### src/rtl/multdiv_exec_unit.sv
// Iterative 32-bit signed multiply/divide execution unit.
// Multiply: 32-step shift-add on operand magnitudes; the 64-bit product is
// negated when the operand signs differ and checked for 32-bit overflow.
// Divide: 32-step restoring division on magnitudes; the quotient is negated
// when the operand signs differ (truncation toward zero).
// The completed result is held in DONE until writeback acknowledges it.
module multdiv_exec_unit (
    input  logic        clock,
    input  logic        reset,
    input  logic        start,
    input  logic [31:0] instr_in,
    input  logic [31:0] operandA,
    input  logic [31:0] operandB,
    input  logic        flush,
    input  logic        wb_ack,
    output logic        busy,
    output logic [31:0] P_instr,
    output logic        result_valid,
    output logic [31:0] result,
    output logic [4:0]  wb_rd,
    output logic        exc_valid
);

    typedef enum logic [1:0] {
        S_IDLE = 2'd0,
        S_MUL  = 2'd1,
        S_DIV  = 2'd2,
        S_DONE = 2'd3
    } state_t;

    localparam logic [4:0]  EXC_RD       = 5'd30;
    localparam logic [31:0] EXC_MUL_OVF  = 32'd4;
    localparam logic [31:0] EXC_DIV_ZERO = 32'd5;

    state_t      state_q;
    logic [4:0]  cnt_q;
    logic [64:0] work_q;     // mul: {hi[32:0], multiplier/low}; div: {rem[32:0], quotient}
    logic [31:0] opnd_q;     // mul: |A| (multiplicand); div: |B| (divisor)
    logic        neg_q;      // operand signs differ
    logic        busy_q;
    logic [31:0] p_instr_q;
    logic        result_valid_q;
    logic [31:0] result_q;
    logic [4:0]  wb_rd_q;
    logic        exc_valid_q;

    logic        is_mul_s;
    logic        is_div_s;
    logic [32:0] mul_sum_s;
    logic [64:0] mul_work_d;
    logic [63:0] mul_prod_s;
    logic        mul_ovf_s;
    logic [64:0] div_shift_s;
    logic [33:0] div_diff_s;
    logic [64:0] div_work_d;
    logic [31:0] div_quo_s;

    // Two's-complement magnitude; 0x80000000 maps to 0x80000000 read as unsigned.
    function automatic logic [31:0] mag32(input logic [31:0] v);
        mag32 = v[31] ? (~v + 32'd1) : v;
    endfunction

    // Decode an issued instruction as mul or div.
    always_comb begin
        is_mul_s = 1'b0;
        is_div_s = 1'b0;
        if (instr_in[31:27] == 5'b00000) begin
            if (instr_in[6:2] == 5'b00110) begin
                is_mul_s = 1'b1;
            end else if (instr_in[6:2] == 5'b00111) begin
                is_div_s = 1'b1;
            end else begin
                is_mul_s = 1'b0;
                is_div_s = 1'b0;
            end
        end else begin
            is_mul_s = 1'b0;
            is_div_s = 1'b0;
        end
    end

    // One multiply iteration: conditionally add multiplicand into the high half, then shift right.
    always_comb begin
        if (work_q[0]) begin
            mul_sum_s = work_q[64:32] + {1'b0, opnd_q};
        end else begin
            mul_sum_s = work_q[64:32];
        end
        mul_work_d = {1'b0, mul_sum_s, work_q[31:1]};
        if (neg_q) begin
            mul_prod_s = ~mul_work_d[63:0] + 64'd1;
        end else begin
            mul_prod_s = mul_work_d[63:0];
        end
        mul_ovf_s = (mul_prod_s[63:32] != {32{mul_prod_s[31]}});
    end

    // One restoring-division iteration: shift left, trial-subtract divisor, keep if non-negative.
    always_comb begin
        div_shift_s = {work_q[63:0], 1'b0};
        div_diff_s  = {1'b0, div_shift_s[64:32]} - {2'b00, opnd_q};
        if (!div_diff_s[33]) begin
            div_work_d = {div_diff_s[32:0], div_shift_s[31:1], 1'b1};
        end else begin
            div_work_d = div_shift_s;
        end
        if (neg_q) begin
            div_quo_s = ~div_work_d[31:0] + 32'd1;
        end else begin
            div_quo_s = div_work_d[31:0];
        end
    end

    // Control FSM, datapath registers and registered outputs.
    always_ff @(posedge clock) begin
        if (!reset) begin
            state_q        <= S_IDLE;
            cnt_q          <= 5'd0;
            work_q         <= 65'd0;
            opnd_q         <= 32'd0;
            neg_q          <= 1'b0;
            busy_q         <= 1'b0;
            p_instr_q      <= 32'd0;
            result_valid_q <= 1'b0;
            result_q       <= 32'd0;
            wb_rd_q        <= 5'd0;
            exc_valid_q    <= 1'b0;
        end else if (flush) begin
            state_q        <= S_IDLE;
            cnt_q          <= 5'd0;
            work_q         <= 65'd0;
            opnd_q         <= 32'd0;
            neg_q          <= 1'b0;
            busy_q         <= 1'b0;
            p_instr_q      <= 32'd0;
            result_valid_q <= 1'b0;
            result_q       <= 32'd0;
            wb_rd_q        <= 5'd0;
            exc_valid_q    <= 1'b0;
        end else begin
            case (state_q)
                S_IDLE: begin
                    if (start && (is_mul_s || is_div_s)) begin
                        p_instr_q <= instr_in;
                        cnt_q     <= 5'd0;
                        busy_q    <= 1'b1;
                        neg_q     <= operandA[31] ^ operandB[31];
                        if (is_mul_s) begin
                            work_q  <= {33'd0, mag32(operandB)};
                            opnd_q  <= mag32(operandA);
                            state_q <= S_MUL;
                        end else begin
                            work_q  <= {33'd0, mag32(operandA)};
                            opnd_q  <= mag32(operandB);
                            state_q <= S_DIV;
                        end
                    end else begin
                        state_q <= S_IDLE;
                    end
                end
                S_MUL: begin
                    work_q <= mul_work_d;
                    cnt_q  <= cnt_q + 5'd1;
                    if (cnt_q == 5'd31) begin
                        state_q        <= S_DONE;
                        result_valid_q <= 1'b1;
                        if (mul_ovf_s) begin
                            result_q    <= EXC_MUL_OVF;
                            wb_rd_q     <= EXC_RD;
                            exc_valid_q <= 1'b1;
                        end else begin
                            result_q    <= mul_prod_s[31:0];
                            wb_rd_q     <= p_instr_q[26:22];
                            exc_valid_q <= 1'b0;
                        end
                    end else begin
                        state_q <= S_MUL;
                    end
                end
                S_DIV: begin
                    if (opnd_q == 32'd0) begin
                        // Divide by zero: no iterations, report the exception directly.
                        state_q        <= S_DONE;
                        result_valid_q <= 1'b1;
                        result_q       <= EXC_DIV_ZERO;
                        wb_rd_q        <= EXC_RD;
                        exc_valid_q    <= 1'b1;
                    end else begin
                        work_q <= div_work_d;
                        cnt_q  <= cnt_q + 5'd1;
                        if (cnt_q == 5'd31) begin
                            state_q        <= S_DONE;
                            result_valid_q <= 1'b1;
                            result_q       <= div_quo_s;
                            wb_rd_q        <= p_instr_q[26:22];
                            exc_valid_q    <= 1'b0;
                        end else begin
                            state_q <= S_DIV;
                        end
                    end
                end
                S_DONE: begin
                    if (wb_ack) begin
                        state_q        <= S_IDLE;
                        busy_q         <= 1'b0;
                        p_instr_q      <= 32'd0;
                        result_valid_q <= 1'b0;
                        result_q       <= 32'd0;
                        wb_rd_q        <= 5'd0;
                        exc_valid_q    <= 1'b0;
                    end else begin
                        state_q <= S_DONE;
                    end
                end
                default: begin
                    state_q        <= S_IDLE;
                    busy_q         <= 1'b0;
                    p_instr_q      <= 32'd0;
                    result_valid_q <= 1'b0;
                    result_q       <= 32'd0;
                    wb_rd_q        <= 5'd0;
                    exc_valid_q    <= 1'b0;
                end
            endcase
        end
    end

    assign busy         = busy_q;
    assign P_instr      = p_instr_q;
    assign result_valid = result_valid_q;
    assign result       = result_q;
    assign wb_rd        = wb_rd_q;
    assign exc_valid    = exc_valid_q;

endmodule

### config.mk
export PLATFORM = sky130hd
export DESIGN_NAME = multdiv_exec_unit
export DESIGN_NICKNAME = d
export VERILOG_FILES = /design/src/rtl/multdiv_exec_unit.sv
export SDC_FILE = /design/constraint.sdc
export NUM_CORES = 1
export LEC_CHECK = 0
export ABC_AREA = 1
export ABC_CLOCK_PERIOD_IN_PS = 10700
export CAP_MARGIN = 20
export CORE_UTILIZATION = 31
export DETAILED_ROUTE_END_ITERATION = 12
export HOLD_SLACK_MARGIN = 0.1
export MAX_ROUTING_LAYER = met4
export SYNTH_ARGS = -nofsm -noshare
export SYNTH_HDL_FRONTEND = slang
export SYNTH_SLANG_ARGS = --single-unit
### constraint.sdc
create_clock -name clock -period 10.7 [get_ports clock]
set_input_delay 2.14 -clock clock [delete_from_list [all_inputs] [get_ports clock]]
set_output_delay 2.14 -clock clock [all_outputs]
set_load 0.01 [all_outputs]
==> results_dict.tcl, run 1 <==
set metrics [dict create \
    finalClockSkew_ns 0.0127 \
    gp_congestion 0.937 \
    ys_top_cells_by_count "nand2_1, inv_1, nor2_1, a21oi_1, o21ai_0" \
    clkSinkCount 177 \
    cts.reportedPaths.clkPinSlew_ns 0.08 \
    antenna_found_initial 0 \
    crit_path_top_delay_cell "buf_4" \
    routed_wl_um 70800 \
    setup_viol 0 \
    cts_root_buf "clkbuf_16" \
    initial_core_util_pct 31.6 \
    ys_seq_elements 177 \
    postLayoutSetupSlackWorst_ns 5.63 \
    pre_cts_ws_ns 5.22 \
    grt_util_met3_pct 2.28 \
    htree_levels 4 \
    synth_seq_area_share_pct 19.8 \
    cts_max_path_buffers 2 \
    stdcell_count 3888 \
    fin_setup_tns_ns 0 \
    switching_power_w 0.000418 \
    async_reset_ff_share_pct 0 \
    crit_family "simple AND/OR/NAND/NOR gates" \
    clock_latency_ns 0.47 \
    slew_headroom_pct 29.6 \
    synth_area_leaders "dfxtp_1, nand2_1, inv_1" \
    grt_max_degree 86 \
    status "completed" \
    core-area_um2 56700 \
    drt_iter0_drc 1712 \
    p_seq_share_pct 44.7 \
    dieWidth_um 242 \
    netlist_instances 3033 \
    yosysMostFrequentCell "nand2_1" \
    area_delta_synth_final_pct 16.3 \
    vdd_ir_drop_max_uv 87.0 \
    synth_edf_count 0 \
    start_kind "input port" \
    synth_ff_type "dfxtp_1" \
    placed_area_um2 20200 \
    tightestPinTransition_ns 1.06 \
    grt_setup_unrepaired "no" \
    p_total_w 0.00147 \
    netlist.area_leader.share_pct 19.8 \
    dp.cells 3855 \
    stdcell_area_um2 20800 \
    cp_num_buf_inv 4 \
    p_int_w 0.00106 \
    min_path_type "flop to flop" \
    path_max_fanout 82 \
    use_met2_pct 41.2 \
    slowest_delay_ns 0.42 \
    nNetsFinal 3298 \
    arrival_ns 5.37 \
    netlist_area_um2 17900 \
    pwr-share-clk_pct 44.7 \
    final-hold-violation-count 0 \
    vias_per_cell 5.20 \
    power_density_nw_per_um2 70.8 \
    drc_errors 0 \
    io_buffer_count 172 \
    path_class "input port to flop" \
    grt_usage_pct 24.5 \
    wl_per_cell_um 18.2 \
    die_h_um 242 \
    slew_violations 0 \
    comb_power_share_pct 10.6 \
    syn_area_per_cell_um2 5.90 \
    use_met1_pct 30.4 \
    ios 173 \
    ctsResizeCount 0 \
    drive_gt1_share_pct 7.06 \
    dp_hpwl_um 56000 \
    firstDrtPassIters 5 \
    yosysUniqueCellTypes 59 \
    overflow 0 \
    cp-end-kind "flop" \
    period_needed_ns 5.07 \
    cts_made_buffers 17 \
    grt_pass1_wl_um 110000 \
    vias 20200 \
    cts_setup_buffers 0 \
    busiest_layer "met2" \
    diodes 0 \
    crit_path_cell_trace "clkdlybuf4s50_1, nor3_1, nor3b_1, nor3b_1, nor2_1, nor3_1, buf_4, inv_2, buf_4, a221oi_1, a221oi_1" \
    grt_pass1_vias 19000 \
    crit_required_ns 11.00 \
    postCtsHoldBufs 0 \
    cts_tree "yes" \
    synth_top_area_cell "dfxtp_1" \
    p_sw_share_pct 28.4 \
    fin_crit_sh_pct 47.4 \
    cap_violations 0 \
    num_rows 87 \
    fmax_mhz 197 \
    p_leak_nw 9.75 \
    drtAntennaViolNets 0 \
    synth_nets 3212 \
    die_area_um2 58700 \
    yosysWarnings 0 \
]
==> final cells by class <==
cell class                      count  area, µm²
Clock inverter                     14        164
Fill cell                        6280      35900
Clock buffer                       18        429
Inverter                          388       1460
Timing Repair Buffer              192       1890
Tap cell                          756        946
Sequential cell                   177       3550
Multi-Input combinational cell   2343      12400
==> final timing paths <==
path	slack (ns)	to	startpoint	depth (start not counted)
max	5.63	work_q[23]$_SDFFE_PP0P_	instr_in[29]	11
min reg2reg	0.44	P_instr[6]$_SDFFE_PP0P_	P_instr[6]$_SDFFE_PP0P_	2
max reg2reg	5.70	result[30]$_SDFFE_PP0P_	opnd_q[18]$_SDFFE_PP0P_	17
min	0.44	P_instr[6]$_SDFFE_PP0P_	P_instr[6]$_SDFFE_PP0P_	2
==> cells in the final DEF, fill, tap and decap left out, types with 22 or more instances in the layout <==
cell	n
clkdlybuf4s50_1	172
nand3_2	31
o211ai_1	44
o21ai_0	200
inv_2	37
nor3_1	31
or2_2	27
nor2_1	249
dfxtp_1	175
a21oi_1	225
nand2_1	892
a221oi_1	52
ha_1	76
nand2_2	22
xor2_1	75
inv_1	343
nand3_1	171
nand4_1	32
xnor2_1	38
==> power by group through the flow <==
stage / logic, W / clock network, W / registers (W)
5_1_grt: 0.000169 / 0.000689 / 0.000658
2_1_floorplan: 0.0000754 / 0 / 0.000674
6_report: 0.000157 / 0.000659 / 0.000658
3_3_place_gp: 0.000156 / 0 / 0.000674
4_1_cts: 0.000157 / 0.000666 / 0.000658
3_5_place_dp: 0.000157 / 0 / 0.000674
==> worst reg2reg max path: stages, from the launching register on <==
cell	delay, ns
dfxtp_1	0.51
inv_1	0.12
ha_1	0.36
nand2_1	0.16
nor2_1	0.14
inv_1	0.07
nor4_1	0.68
o21ai_0	0.20
o211ai_1	0.17
inv_1	0.18
ha_1	0.30
nor2_1	0.75
inv_1	0.51
nand2_1	0.21
o21ai_0	0.08
a21oi_1	0.26
nor2_1	0.08
a21oi_1	0.15
==> flip-flops by register name (all words and copies together) (netlist names) <==
name	flops
P_instr	32
busy	1
state_q	2
result_valid	1
exc_valid	1
neg_q	1
cnt_q	5
opnd_q	32
work_q	65
wb_rd	5
result	32
==> logic make-up after synthesis <==
family | after synthesis | share of synthesized area (%)
AND/OR/NAND/NOR | 1522 | 37.2
buffers and inverters | 513 | 11.1
AO/OA/AOI/OAI | 629 | 20.6
adder cells (fa/ha/maj) | 78 | 5.54
XOR/XNOR | 114 | 5.68
flip-flops | 177 | 19.8
==> per-stage QoR <==
step,utilization [%],hold slack [ns]
finish,36.7,0.443
global route,36.7,0.453
CTS,36.7,0.444
detailed placement,35.6,0.431
global placement,35.6,0.428
floorplan,-,0.450
==> metal layers <==
metal / part of all wire, % / vias to the layer above
met5: 0 / -
met4: 3.4 / 0
met3: 5.6 / 104
met2: 48 / 697
met1: 43 / 9297
li1: - / 10100
Power figures use the tool's default switching activity.
==> run 2: changes to the inputs <==
- ABC_CLOCK_PERIOD_IN_PS: 10700 -> 5200
- clock period: 10.7 -> 5.2 ns (I/O delays scaled with it)
==> run 2 against run 1 <==
Critical path depth up 16. Routed wire length up 2.2%. Sequential share of layout area down 0.11 points. Global-route usage up 0.45 points.
==> results_dict.tcl, run 2 (synthesis gave the netlist of run 1 again) <==
set metrics [dict create \
    cts_tree "yes" \
    p_leak_nw 9.85 \
    drt_iter0_drc 1938 \
    crit_path_top_delay_cell "nor2_8" \
    period_needed_ns 4.78 \
    fin_crit_sh_pct 91.9 \
    cts_max_path_buffers 2 \
    drive_gt1_share_pct 7.65 \
    drtAntennaViolNets 0 \
    switching_power_w 0.000839 \
    grt_pass1_wl_um 111000 \
    largest-register "work_q" \
    cts.reportedPaths.clkPinSlew_ns 0.07 \
    stdcell_area_um2 21000 \
    reg2reg_depth 27 \
    ios 173 \
    fin_setup_tns_ns 0 \
    regArea_um2 3550 \
    cap_violations 0 \
    overflow 0 \
    diodes 0 \
    drc_errors 0 \
    dp.cells 3879 \
    cp_num_buf_inv 3 \
    final-hold-violation-count 0 \
    largest_register_ffs 65 \
    nNetsFinal 3321 \
    min_path_cells 2 \
    cts_setup_buffers 0 \
    ctsResizeCount 0 \
    timing.rr.end "result[5]$_SDFFE_PP0P_" \
    initial_core_util_pct 31.6 \
    pwr-share-clk_pct 44.1 \
    p_seq_share_pct 44.9 \
    slowest_delay_ns 0.49 \
    p_int_w 0.00218 \
    grt_setup_unrepaired "no" \
    grt_pass1_vias 19200 \
    ff2ff_setup_slack_ns 0.42 \
    dp_hpwl_um 57200 \
    comb_power_share_pct 10.9 \
    holdPathEnd "P_instr[5]$_SDFFE_PP0P_" \
    io_buffer_count 172 \
    min_path_type "flop to flop" \
    cp-end-kind "flop" \
    vias_per_cell 5.22 \
    postCtsHoldBufs 0 \
    path_max_fanout 30 \
    gp_congestion 1.01 \
    p_sw_share_pct 27.8 \
    fmax_mhz 209 \
    crit_family "simple AND/OR/NAND/NOR gates" \
    slew_headroom_pct 28.8 \
    crit_required_ns 5.60 \
    power_density_nw_per_um2 144 \
    dieWidth_um 242 \
    setup_viol 0 \
    cts_root_buf "clkbuf_16" \
    timing.rr.start "work_q[32]$_SDFFE_PP0P_" \
    clock_latency_ns 0.47 \
    vdd_ir_drop_max_uv 260 \
    fillers 6245 \
    antenna_found_initial 0 \
    layout_commonest_cell "nand2_1" \
    firstDrtPassIters 5 \
    grt_max_degree 70 \
    vias 20400 \
    path_class "flop to flop" \
    die_area_um2 58700 \
    final_cell_mix "nand2_1, inv_1, nor2_1" \
    area_delta_synth_final_pct 17.1 \
    start_kind "flop" \
    placed_area_um2 20400 \
    tightestPinTransition_ns 1.07 \
    finalClockSkew_ns 0.0126 \
    clkSinkCount 177 \
    crit_path_frequent_cell "nand2_1" \
    fin_util_pct 36.9 \
    hold_start "P_instr[5]$_SDFFE_PP0P_" \
    slew_violations 0 \
    status "completed" \
    routed_wl_um 72300 \
    wl_per_cell_um 18.5 \
    stdcell_count 3908 \
    core-area_um2 56700 \
    num_rows 87 \
    die_h_um 242 \
    cts_made_buffers 17 \
    arrival_ns 5.18 \
    multi_input_area_um2 12400 \
    htree_levels 4 \
    grt_usage_pct 24.9 \
]
==> run 2: changes by cell type in the layout (fill, tap and decap cells not counted) <==
cell,change
inv_6,-1
buf_4,+23
clkinv_2,-1
clkbuf_8,+2
clkinv_8,-2
clkinv_4,+2
buf_12,+1
inv_8,-3
buf_16,-1
==> run 2: routing by layer <==
| layer | wire, µm | GRT usage (%) | share of wire [%] |
|---|---|---|---|
| met1 | 31300 | 31.0 | 43 |
| met2 | 33200 | 40.4 | 46 |
| met3 | 4530 | 2.80 | 6.3 |
| met4 | 3260 | 11.3 | 4.5 |
| met5 | 0 | - | 0 |
==> run 2: worst max path at each step <==
stage	startpoint	endpoint	slack (ns)	cells past startpoint
2_1_floorplan	work_q[32]$_SDFFE_PP0P_	result[31]$_SDFFE_PP0P_	1.85	27
3_3_place_gp	work_q[32]$_SDFFE_PP0P_	result[3]$_SDFFE_PP0P_	0.60	27
3_5_place_dp	work_q[32]$_SDFFE_PP0P_	result[3]$_SDFFE_PP0P_	0.58	27
4_1_cts	work_q[32]$_SDFFE_PP0P_	result[3]$_SDFFE_PP0P_	0.54	27
5_1_grt	work_q[32]$_SDFFE_PP0P_	result[3]$_SDFFE_PP0P_	0.03	29
6_report	work_q[32]$_SDFFE_PP0P_	result[5]$_SDFFE_PP0P_	0.42	27
==> run 2: layout make-up <==
class,count,share of cell area [%]
Timing Repair Buffer,215,9.82
Clock inverter,9,0.484
Sequential cell,177,16.9
Clock buffer,20,2.18
Multi-Input combinational cell,2343,59.1
Inverter,388,6.96
Tap cell,756,4.52
==> run 2: power groups by stage <==
| stage | sequential [W] | combinational (W) | clock [W] |
|---|---|---|---|
| after global placement | 0.00139 | 0.000326 | 0 |
| after CTS | 0.00136 | 0.000327 | 0.00135 |
| after global routing | 0.00135 | 0.000352 | 0.00139 |
| final | 0.00136 | 0.000329 | 0.00133 |
| after floorplan | 0.00139 | 0.000155 | 0 |
| after detailed placement | 0.00139 | 0.000327 | 0 |
==> run 2: tightest hold or removal path: cells and delay by family, from the launching register on <==
family / cells / cell delay [ns]
DFF: 1 / 0.31
and+or+nand+nor: 2 / 0.09
==> run 2: stage by stage <==
stage	hold WS (ns)	power (W)	setup WS, ns
after floorplan	0.450	0.00154	1.85
after global placement	0.425	0.00171	0.604
after detailed placement	0.430	0.00171	0.584
after CTS	0.442	0.00303	0.539
after global routing	0.451	0.00310	0.0317
final	0.444	0.00301	0.421
